### src/rtl/i281_dmem_uart_dump.sv
// rtl/i281_dmem_uart_dump.sv - snapshot the i281 data memory and send it as one checksummed UART frame
module i281_dmem_uart_dump #(
    parameter int         CLKS_PER_BIT = 434,
    parameter logic [7:0] HEADER       = 8'hA5
) (
    input  logic       clock,
    input  logic       reset,
    input  logic       dump_req,
    input  logic [7:0] datamem0,
    input  logic [7:0] datamem1,
    input  logic [7:0] datamem2,
    input  logic [7:0] datamem3,
    input  logic [7:0] datamem4,
    input  logic [7:0] datamem5,
    input  logic [7:0] datamem6,
    input  logic [7:0] datamem7,
    input  logic [7:0] datamem8,
    input  logic [7:0] datamem9,
    input  logic [7:0] datamem10,
    input  logic [7:0] datamem11,
    input  logic [7:0] datamem12,
    input  logic [7:0] datamem13,
    input  logic [7:0] datamem14,
    input  logic [7:0] datamem15,
    output logic       tx,
    output logic       busy,
    output logic       done
);
    localparam int            CW        = $clog2(CLKS_PER_BIT);
    localparam logic [CW-1:0] CNT_MAX   = CW'(CLKS_PER_BIT - 1);
    localparam logic [4:0]    LAST_BYTE = 5'd17;

    localparam logic [1:0] S_IDLE  = 2'd0;
    localparam logic [1:0] S_START = 2'd1;
    localparam logic [1:0] S_DATA  = 2'd2;
    localparam logic [1:0] S_STOP  = 2'd3;

    logic [15:0][7:0] dm_w;
    logic [15:0][7:0] shadow_q, shadow_d;
    logic [1:0]       state_q, state_d;
    logic [CW-1:0]    cnt_q, cnt_d;
    logic [2:0]       bit_q, bit_d;
    logic [4:0]       byte_q, byte_d;
    logic [7:0]       sh_q, sh_d;
    logic [7:0]       chk_q, chk_d;
    logic             tx_q, tx_d;
    logic             busy_q, busy_d;
    logic             done_q, done_d;
    logic             bit_end;

    assign dm_w = {datamem15, datamem14, datamem13, datamem12,
                   datamem11, datamem10, datamem9,  datamem8,
                   datamem7,  datamem6,  datamem5,  datamem4,
                   datamem3,  datamem2,  datamem1,  datamem0};

    assign bit_end = (cnt_q == CNT_MAX);

    always_comb begin
        state_d  = state_q;
        shadow_d = shadow_q;
        cnt_d    = bit_end ? '0 : cnt_q + 1'b1;
        bit_d    = bit_q;
        byte_d   = byte_q;
        sh_d     = sh_q;
        chk_d    = chk_q;
        tx_d     = tx_q;
        busy_d   = busy_q;
        done_d   = 1'b0;
        case (state_q)
            S_IDLE: begin
                cnt_d = '0;
                if (dump_req) begin
                    shadow_d = dm_w;
                    sh_d     = HEADER;
                    byte_d   = 5'd0;
                    chk_d    = 8'd0;
                    tx_d     = 1'b0;
                    busy_d   = 1'b1;
                    state_d  = S_START;
                end
            end
            S_START: begin
                if (bit_end) begin
                    state_d = S_DATA;
                    bit_d   = 3'd0;
                    tx_d    = sh_q[0];
                end
            end
            S_DATA: begin
                if (bit_end) begin
                    if (bit_q == 3'd7) begin
                        state_d = S_STOP;
                        tx_d    = 1'b1;
                    end else begin
                        sh_d  = {1'b0, sh_q[7:1]};
                        tx_d  = sh_q[1];
                        bit_d = bit_q + 3'd1;
                    end
                end
            end
            S_STOP: begin
                if (bit_end) begin
                    if (byte_q == LAST_BYTE) begin
                        state_d = S_IDLE;
                        busy_d  = 1'b0;
                        done_d  = 1'b1;
                    end else begin
                        // byte_q is the index just sent; byte_q==16 means the checksum goes next
                        state_d = S_START;
                        tx_d    = 1'b0;
                        byte_d  = byte_q + 5'd1;
                        if (byte_q[4]) begin
                            sh_d = chk_q;
                        end else begin
                            sh_d  = shadow_q[byte_q[3:0]];
                            chk_d = chk_q + shadow_q[byte_q[3:0]];
                        end
                    end
                end
            end
            default: state_d = S_IDLE;
        endcase
    end

    always_ff @(posedge clock or negedge reset) begin
        if (!reset) begin
            state_q  <= S_IDLE;
            shadow_q <= '0;
            cnt_q    <= '0;
            bit_q    <= 3'd0;
            byte_q   <= 5'd0;
            sh_q     <= 8'd0;
            chk_q    <= 8'd0;
            tx_q     <= 1'b1;
            busy_q   <= 1'b0;
            done_q   <= 1'b0;
        end else begin
            state_q  <= state_d;
            shadow_q <= shadow_d;
            cnt_q    <= cnt_d;
            bit_q    <= bit_d;
            byte_q   <= byte_d;
            sh_q     <= sh_d;
            chk_q    <= chk_d;
            tx_q     <= tx_d;
            busy_q   <= busy_d;
            done_q   <= done_d;
        end
    end

    assign tx   = tx_q;
    assign busy = busy_q;
    assign done = done_q;
endmodule

### config.mk
export PLATFORM = sky130hd
export DESIGN_NAME = i281_dmem_uart_dump
export DESIGN_NICKNAME = d
export VERILOG_FILES = /design/src/rtl/i281_dmem_uart_dump.sv
export SDC_FILE = /design/constraint.sdc
export NUM_CORES = 1
export LEC_CHECK = 0
export CAP_MARGIN = 20
export CELL_PAD_IN_SITES_DETAIL_PLACEMENT = 0
export CELL_PAD_IN_SITES_GLOBAL_PLACEMENT = 1
export CORE_MARGIN = 1
export CORE_UTILIZATION = 47
export DETAILED_ROUTE_END_ITERATION = 12
export DONT_BUFFER_PORTS = 1
export GPL_TIMING_DRIVEN = 1
export PLACE_DENSITY = 0.8
export SLEW_MARGIN = 20
export SYNTH_ARGS = -nofsm -noshare
export SYNTH_HDL_FRONTEND = slang
export SYNTH_SLANG_ARGS = --single-unit
### constraint.sdc
create_clock -name clock -period 3.2 [get_ports clock]
set_input_delay 0.64 -clock clock [delete_from_list [all_inputs] [get_ports clock]]
set_output_delay 0.64 -clock clock [all_outputs]
set_load 0.005 [all_outputs]
Word-level counts from Yosys, hierarchy flattened
Cells that the tools add are included.

word-level totals
  register bits = 166
  output and inout bits = 3
  input port bits = 131
  word-level logic and storage cells = 102

cells by class
  muxes and demuxes = 45
  reduce and logical (&&, ||, !) cells = 12
  $add $sub $neg = 4
  eq/ne operators = 15
  magnitude comparators = 1

operators with widths
  operator                                            count
  two-way mux 8 bit                                   11
  binary-select mux 8 bit (select 4 bit)              1
  one-hot mux 8 bit (3 select lines)                  1
  two-way mux 9 bit                                   2
  != test 2 bit, second input constant                9
  one-hot mux 8 bit (2 select lines)                  1
  two-way mux 5 bit                                   3
  AND reduction 5 bit                                 3
  two-way mux 1 bit                                   13
  AND reduction 4 bit                                 3
  two-way mux 2 bit                                   5
  one-hot mux 5 bit (2 select lines)                  1
  adder 9 x 1 -> 9 bit, second input constant         1
  == test 9 bit, second input constant                1
  two-way mux 3 bit                                   3
  adder 8 bit                                         1
  one-hot mux 2 bit (4 select lines)                  1
  one-hot mux 3 bit (2 select lines)                  1
  AND reduction 6 bit                                 1
  adder 5 x 1 -> 5 bit, second input constant         1
  == test 5 bit, second input constant                1
  < comparator 4 x 5 -> 1 bit, second input constant  1
  == test 2 bit, second input constant                2
  one-hot mux 1 bit (4 select lines)                  1
  other kinds (8)                                     9

Logic depth before layout (Yosys ltp)
Gate-level depths: netlist of run 1.

  depth after elaboration = 7
  gate-level depth with buffers = 12
  gate-level depth less buffers = 10

Worst setup path before layout of run 1
No wires, ideal clock.

  path type = reg2reg
  from = register byte_q[0]
  to = register chk_q[6]
  stages on the path, launching flop included = 13
  library setup time = 0.121 ns
  clock period less this slack = 3.273 ns
  required time = 3.079 ns
  buffers on the path = 2
  data arrival time = 3.152 ns
  setup slack = -0.073 ns
  cells stage by stage = dfrtp_1 buf_6 buf_6 mux4_2 mux4_2 ha_1 fa_1 a21o_1 a21oi_1 o21bai_1 a21oi_1 xnor2_1 a22o_1

between the ends
  cells in the longest elaborated chain, start to end = 7
  elaborated cells between the ends (all ways) = 10
  those cells by class = add/sub: 1; eq/ne: 2; mux: 6; reduce/logical: 1

RTL lines
  what                                     RTL line  RTL
  from (decl)                              43        logic [4:0] byte_q, byte_d;
  from (signal assigned)                   142       byte_q <= byte_d;
  binary-select mux 8 bit (select 4 bit)   116       chk_d = chk_q + shadow_q[byte_q[3:0]];
  two-way mux 8 bit (implied by the code)  116
  adder 8 bit                              116
  two-way mux 8 bit                        112       if (byte_q[4]) begin
  two-way mux 8 bit                        103       if (byte_q == LAST_BYTE) begin
  two-way mux 8 bit                        102       if (bit_end) begin
  one-hot mux 8 bit (2 select lines)       69        case (state_q)
  to (signal assigned)                     144       chk_q <= chk_d;
  to (decl)                                45        logic [7:0] chk_q, chk_d;

Parallel ways exist; a longest one is shown, timed or not. The select of a mux whose other input is x is not followed.
A chain may end at the register's enable or synchronous reset.

Worst setup path in the final report of run 1
  from = register byte_q[0]
  to = register chk_q[7]

The elaborated chain is that of the path after synthesis.

==> results.md, run 1 <==
- Status: finished, violations left
- Failing checks: negative hold slack
- Hold WC Path Type: input port to async pin
- Register area: 0.00416 sq mm
- Max Slew Vio Count: 0
- Synthesis Warnings: 0
- H-tree level count: 4
- Post-synth EDFFs: 0
- Row Count: 46
- Gr ovfl total: 0
- CTS Buffer Depth: 2
- Layout cells sized above 1: 0.405
- Required time worst endpoint: 3.54 ns
- Max-Slew Margin vs Limit: 0.337
- Post-synthesis async set-or-reset flop share: 1.00
- Cells after DPL: around 760
- Crit start category: flop
- Cell variety after synth: 41
- Reg-to-reg critical path startpoint: byte_q[0]
- CTS root buffer: clkbuf_16
- Clk_lat worst skew: 0.43 ns
- Buf+Inv Stages, Crit Path: 2
- Total CTS buffers: 17
- Total number of vias: 4553
- # setup viols final: 0
- Leak: 4.22 nW
- Post-Syn Nets: between 700 and 800
- Antenna viol nets, final: 0
- Final Non-Filler Cells: 791
- Synthesized cell area: slightly below 0.008 sq mm
- Initial Utilization: 0.489
- Number of max-cap violations: 0
- Seq/Total Area, Yosys: 0.527
- Fill count: 1319
- GRT Total Usage: 0.210
- WL/cell: 21.6 um
- Pwr Density: 462 mW/mm^2
- Area Growth Syn to Fin: 11.5%
- Drt drc: 0
- Critical path class: flop to flop
- CTS tree: done
- Vias per cell: 5.76
- Final HPWL DP: approximately 12000 um
- DRT Wirelength: 17100 um
- Layout Skew: slightly below 0.01 ns
- Crit-path cells: buf_4 -> buf_12 -> mux4_2 -> mux4_2 -> ha_1 -> nand3_1 -> o211ai_1 -> o41ai_2 -> xnor2_1 -> nand3b_1 -> o211ai_1
- Clock sink count: 166
- Reg2reg setup slack: between 0.1 and 0.15 ns
- Syn avg cell area: 14.2 sq um
- Placer Congestion: 0.832
- Pre-Repair DR Iteration Count: 4
- Global-route wire length before repair: approximately 28000 um
- R2r endpoint: chk_q[7]
- CP endpoint kind: flop
- Crit-path slowest cell: mux4_2
- I/O pin count: 134
- Crit-path max FO: 11
- R2r worst-path depth: 11
- Arrival time worst endpoint: approximately 3.4 ns
- Area of the multi-input gates: 0.00359 sq mm
- Slew @ Worst Pin: 0.988 ns
- Die Span Y: 132 um
- Synth Register Bits: about 170
- DRT iter0 DRCs: 270
- Mapped Cells: 555
- Die W: 132 um
- Core area: 0.0161 sq mm
- Largest net degree at the start of global routing: 167
- Max IR drop VDD: 0.316 mV
- PortBufs: 0
- Crit share post-route: 0.959
- Ys flop type: dfrtp_1
- Initial antenna violation count: 3
- Worst-path clk slew: 0.06 ns
- Finished layout cell area: 0.00880 sq mm
- Placed Area: 0.00819 sq mm
- Final #Nets: 709
- Number of global-route vias before repair: 4889
- Hold slack: -0.0892 ns
- Tmin final: 3.07 ns
- Crit path max-delay family: multiplexers
- DIE AREA: 0.0173 sq mm
- Total power: a little over 4 mW
- Fmax: 326 MHz
- Hold Vio Cnt, Final: between 150 and 200
- Worst path max stage delay: approximately 0.54 ns
[worst register-to-register path, cell delays in order, from the launching register on]
cell and delay, ns:
dfrtp_2 0.35, buf_4 0.15, buf_12 0.16, mux4_2 0.54, mux4_2 0.52, ha_1 0.37
nand3_1 0.13, o211ai_1 0.13, o41ai_2 0.25, xnor2_1 0.18, nand3b_1 0.11, o211ai_1 0.09
[final cells by class]
type	instances	share of cell area
sequential	166	0.473
multi-input combinational	352	0.408
clock buffer	22	0.0539
tap	216	0.0307
timing repair buffer	17	0.0202
clock inverter	10	0.0112
inverter	6	0.00256
antenna	2	0.000569
[worst max-delay path by stage]
| stage | depth (start not counted) | endpoint | slack (ns) | start |
|---|---|---|---|---|
| 3_5_place_dp | 10 | chk_q[7] | -0.02 | byte_q[0] |
| 2_1_floorplan | 12 | chk_q[6] | 0.003 | byte_q[0] |
| 6_report | 11 | chk_q[7] | 0.13 | byte_q[0] |
| 5_1_grt | 11 | chk_q[7] | -0.02 | byte_q[0] |
| 4_1_cts | 11 | chk_q[7] | 0.05 | byte_q[0] |
| 3_3_place_gp | 10 | chk_q[7] | 0.06 | byte_q[0] |
[through the flow]
stage	hold WS (ns)	setup TNS (ns)	util	worst slack, ns
4_1_cts	-0.107	0	0.544	0.0476
2_1_floorplan	0.344	0	-	0.00282
6_report	-0.0892	0	0.546	0.131
5_1_grt	-0.119	-0.0161	0.546	-0.0161
3_5_place_dp	0.350	-0.0245	0.508	-0.0245
3_3_place_gp	0.350	0	0.508	0.0563
[synthesized netlist by cell type, types with 2 or more instances]
cell type / instances / share of area
nor2b_1: 5 / 0.0040
nand3_1: 7 / 0.0044
nand2_1: 33 / 0.016
inv_1: 6 / 0.0029
buf_6: 4 / 0.0057
o211ai_1: 2 / 0.0019
o21bai_1: 2 / 0.0019
nor3_1: 3 / 0.0019
nor2_1: 21 / 0.010
a21oi_1: 13 / 0.0082
a22o_1: 9 / 0.010
nand2b_1: 2 / 0.0016
clkbuf_1: 23 / 0.011
nand4_1: 3 / 0.0024
ha_1: 17 / 0.027
a31oi_1: 2 / 0.0016
a22oi_1: 4 / 0.0038
o21ai_1: 10 / 0.0063
dfrtp_1: 165 / 0.52
mux4_2: 40 / 0.11
mux2_2: 136 / 0.19
xnor2_1: 8 / 0.0089
xor2_1: 8 / 0.0089
buf_1: 3 / 0.0014
o21ai_0: 13 / 0.0082
[flip-flops by register name, summed over array words and instances (netlist names)]
name	flops
shadow_q	128
cnt_q	9
chk_q	8
sh_q	8
byte_q	5
bit_q	3
state_q	2
busy	1
done	1
tx	1
[cell families after synthesis]
group                    share of synthesized area
adder cells (fa/ha/maj)                     0.0295
AND/OR/NAND/NOR                             0.0477
flip-flops                                   0.527
AO/OA/AOI/OAI                               0.0470
XOR/XNOR                                    0.0178
multiplexers                                 0.310
buffers and inverters                       0.0216
[repair_timing]
action / 4_1_cts / 5_1_grt
endpoints found under the hold margin: 165 / 165
cloned: 0 / 0
resized for setup: 0 / 4
setup endpoints to repair: 1 / 2
setup buffers: 2 / 0
[power breakdown]
| part | switching [mW] | internal, mW | leakage (nW) |
|---|---|---|---|
| Clock | 0.830 | 1.14 | 0.276 |
| Sequential | 0 | 2.10 | 2.30 |
| Combinational | 0 | 0.00176 | 1.65 |
[per-layer routing]
layer | track usage | part of all wire | up-vias
met5 | 0 | 0.00070 | -
met4 | 0.0704 | 0.016 | 2
met3 | 0.0667 | 0.052 | 20
met2 | 0.358 | 0.53 | 109
met1 | 0.250 | 0.40 | 2367
li1 | - | - | 2055
[layout by cell type (no fill, tap or decap), types with 2 or more instances in the layout]
master	Yosys	layout
xor2_1	8	8
ha_1	17	17
a22o_1	9	9
mux2_2	136	136
nor3_1	3	3
clkinvlp_4	0	2
nand2b_1	2	2
diode_2	0	2
inv_1	6	6
a22oi_1	4	4
clkbuf_1	23	2
nand3_1	7	7
o21ai_0	13	13
nor2b_1	5	5
nand2_1	33	32
a31oi_1	2	2
o21ai_1	10	10
o21bai_1	2	2
clkbuf_16	0	17
o211ai_1	2	2
nor2_1	21	21
a21oi_1	13	10
buf_12	0	4
clkinv_2	0	2
buf_4	0	13
mux4_2	40	40
clkbuf_8	0	3
xnor2_1	8	8
dfrtp_1	165	164
clkinv_4	0	5
a21oi_2	0	3
nand4_1	3	3
No activity file was read; power rests on OpenSTA's default activity.
==> inputs of run 2 (changes only) <==
- RECOVER_POWER: not set -> 50
==> results of run 2 <==
Same layout as run 1: the final DEF is identical, and so are final timing and power.
==> inputs of run 3 (changes only) <==
- CORE_MARGIN: 1 -> 8
- CORE_UTILIZATION: 47 -> 49
- CTS_BUF_LIST: not set -> sky130_fd_sc_hd__clkbuf_8
- PLACE_DENSITY: 0.8 -> 0.82
==> run 3 against run 2 <==
The run still ends with negative hold slack left. Non-clock buffer count rose by 8. Via count rose by 2.2%. Core utilization rose by 0.40 points. Final cell count rose by 0.76%. Sequential power barely moved. Worst setup slack got worse by 0.0089 ns. Critical path type unchanged. Largest cell class unchanged.
==> results.md, run 3 (same netlist as run 1, synthesis figures left out) <==
- Slew @ Worst Pin: 0.956 ns (-0.0315 ns)
- Final HPWL DP: 13700 um (+9.7%)
- Crit-path max FO: 7 (-4)
- Placed Area: 0.00821 sq mm (+0.31%)
- Part of the power in combinational logic: 0 (unchanged)
- Max Slew Vio Count: 0 (unchanged)
- H-tree level count: 4 (unchanged)
- Fmax: 325 MHz (-0.29%)
- Area of the multi-input gates: 0.00360 sq mm (+0.14%)
- Number of max-cap violations: 0 (unchanged)
- CP endpoint kind: flop
- Initial Utilization: 0.498 (+0.00890)
- Top flop regs: shadow_q: 128 flops, cnt_q: 9 flops
- Largest net degree at the start of global routing: 167 (unchanged)
- Reg2reg setup slack: 0.12 ns (about the same)
- DIE AREA: 0.0204 sq mm (+18%)
- Vias per cell: 5.84 (+1.4%)
- WL/cell: 22.9 um (+5.8%)
- Die Span Y: 143 um (+8.6%)
- Tmin final: 3.08 ns (+0.00885 ns)
- Final #Nets: 717 (+1.1%)
- Largest register by flop count: shadow_q
- Max IR drop VDD: 0.333 mV (+5.4%)
- Int Pwr: 2.91 mW (-10%)
- Final WS setup: 0.122 ns (-0.00885 ns)
- Clk_lat worst skew: 0.45 ns (+0.02 ns)
- Gr ovfl total: 0 (unchanged)
- Required time worst endpoint: 3.54 ns (about the same)
- Hold Vio Cnt, Final: 165 (unchanged)
- GRT Total Usage: 0.188 (-0.0215)
- RSZ-0062 raised after global routing: true
- Worst path max stage delay: 0.52 ns (-0.02 ns)
- PortBufs: 0 (unchanged)
- Total CTS buffers: 17 (unchanged)
- Max-Slew Margin vs Limit: 0.358 (+0.0212)
- Commonest cells after routing, fill and taps aside: 164 x dfrtp_1, 136 x mux2_2, 40 x mux4_2
- Finished layout cell area: 0.00870 sq mm (-1.1%)
- Crit path max-delay family: multiplexers
- CTS root buffer: clkbuf_8
- Buf+Inv Stages, Crit Path: 1 (-1)
- DRT Wirelength: 18300 um (+6.6%)
- Most used cell, CP: mux4_2
- I/O pin count: 134 (unchanged)
- Drt drc: 0 (unchanged)
- Pwr Density: 421 mW/mm^2 (-8.8%)
- Global-route wire length before repair: 29000 um (+4.7%)
- Fill count: 1254 (-4.9%)
- Layout Skew: 0.0119 ns (+0.00219 ns)
- Switching share of power: 0.208 (+0.00364)
- Failing checks: negative hold slack
- Critical path class: flop to flop
- Register area: 0.00416 sq mm (unchanged)
- Hold slack: -0.131 ns (-0.0414 ns)
- DRT iter0 DRCs: 209 (-23%)
- Worst-path clk slew: 0.09 ns (+0.03 ns)
- Hold WC Path Type: input port to async pin
- CTS tree: done
- Placer Congestion: 0.875 (+5.2%)
- Layout cells sized above 1: 0.411 (+0.00617)
- Row Count: 46 (unchanged)
- Total number of vias: 4653 (+2.2%)
- CTS Buffer Depth: 2 (unchanged)
- Antenna viol nets, final: 0 (unchanged)
- Max reg flops: 128 (unchanged)
- Clock Power Share: 0.428 (-0.055)
- Pre-Repair DR Iteration Count: 4 (unchanged)
- # setup viols final: 0 (unchanged)
- Crit-path cells: buf_12 -> mux4_2 -> mux4_2 -> ha_4 -> fa_2 -> a21o_1 -> a21oi_2 -> o21bai_1 -> a21oi_1 -> xnor2_1 -> a22o_1
- Flop pwr share: 0.571 (+0.055)
- Die W: 143 um (+8.6%)
- Core area: 0.0158 sq mm (-1.8%)
- Post-layout util: 0.550 (+0.00399)
- Clock sink count: 166 (unchanged)
- Crit-path slowest cell: mux4_2
- Initial antenna violation count: 3 (unchanged)
- Crit start category: flop
- Dpl ws: -0.0281 ns (-0.00356 ns)
- Number of global-route vias before repair: 5018 (+2.6%)
- Commonest non-fill, non-tap cell in the layout: dfrtp_1
- Crit share post-route: 0.962 (+0.00277)
- Sw Pwr: 0.762 mW (-8.2%)
- Arrival time worst endpoint: 3.42 ns (about the same)
- Leak: 4.18 nW (-0.93%)
- Status: finished, violations left
- Area Growth Syn to Fin: 10.3%
[run 3: final cells by class]
class	instances	area share
inverters	6	0.00259
clock buffers	19	0.0301
flip-flops and latches	166	0.478
multi-input cells	352	0.413
well taps	216	0.0311
repair buffers	25	0.0273
clock inverters	11	0.0175
diodes	2	0.000575
[run 3: power by group through the flow]
stage               clock network, mW  logic (mW)  registers, mW
global route                     1.69     0.00176           2.10
finish                           1.57     0.00176           2.10
CTS                              1.61     0.00176           2.10
floorplan                           0     0.00176           2.14
global placement                    0     0.00176           2.14
detailed placement                  0     0.00176           2.14
[run 3: final timing paths]
check / startpoint / to / cells past startpoint
max reg2reg: byte_q[0] / chk_q[6] / 11
max: byte_q[0] / chk_q[6] / 11
max in group asynchronous: reset / bit_q[0] / 0
min in group clock: datamem14[2] / shadow_q[114] / 1
min: reset / busy / 0
min reg2reg: sh_q[3] / sh_q[3] / 2
[run 3: stage by stage]
step	instances	TNS, ns	hold slack (ns)	total power, mW
after global routing	795	-0.0465	-0.165	3.78
after floorplan	555	0	0.344	2.14
after detailed placement	760	-0.0281	0.354	2.14
after CTS	792	0	-0.156	3.70
after global placement	760	0	0.354	2.14
final	797	0	-0.131	3.67
[run 3: metal layers]
layer  global-route usage  wire length, um  part of all wire  up-vias
met5                    0               35            0.0019        -
met4               0.0576              296             0.016        6
met3               0.0775             1440             0.079       25
met2                0.312             9340              0.51      131
met1                0.219             7140              0.39     2415
li1                     -                -                 -     2076
[run 3: what timing repair did]
| item | 4_1_cts | 5_1_grt |
|---|---|---|
| resized for setup | 0 | 4 |
| pin swaps | 0 | 8 |
| setup buffers | 2 | 3 |
| endpoints found under the hold margin | 165 | 165 |
| endpoints found under the setup margin | 2 | 2 |
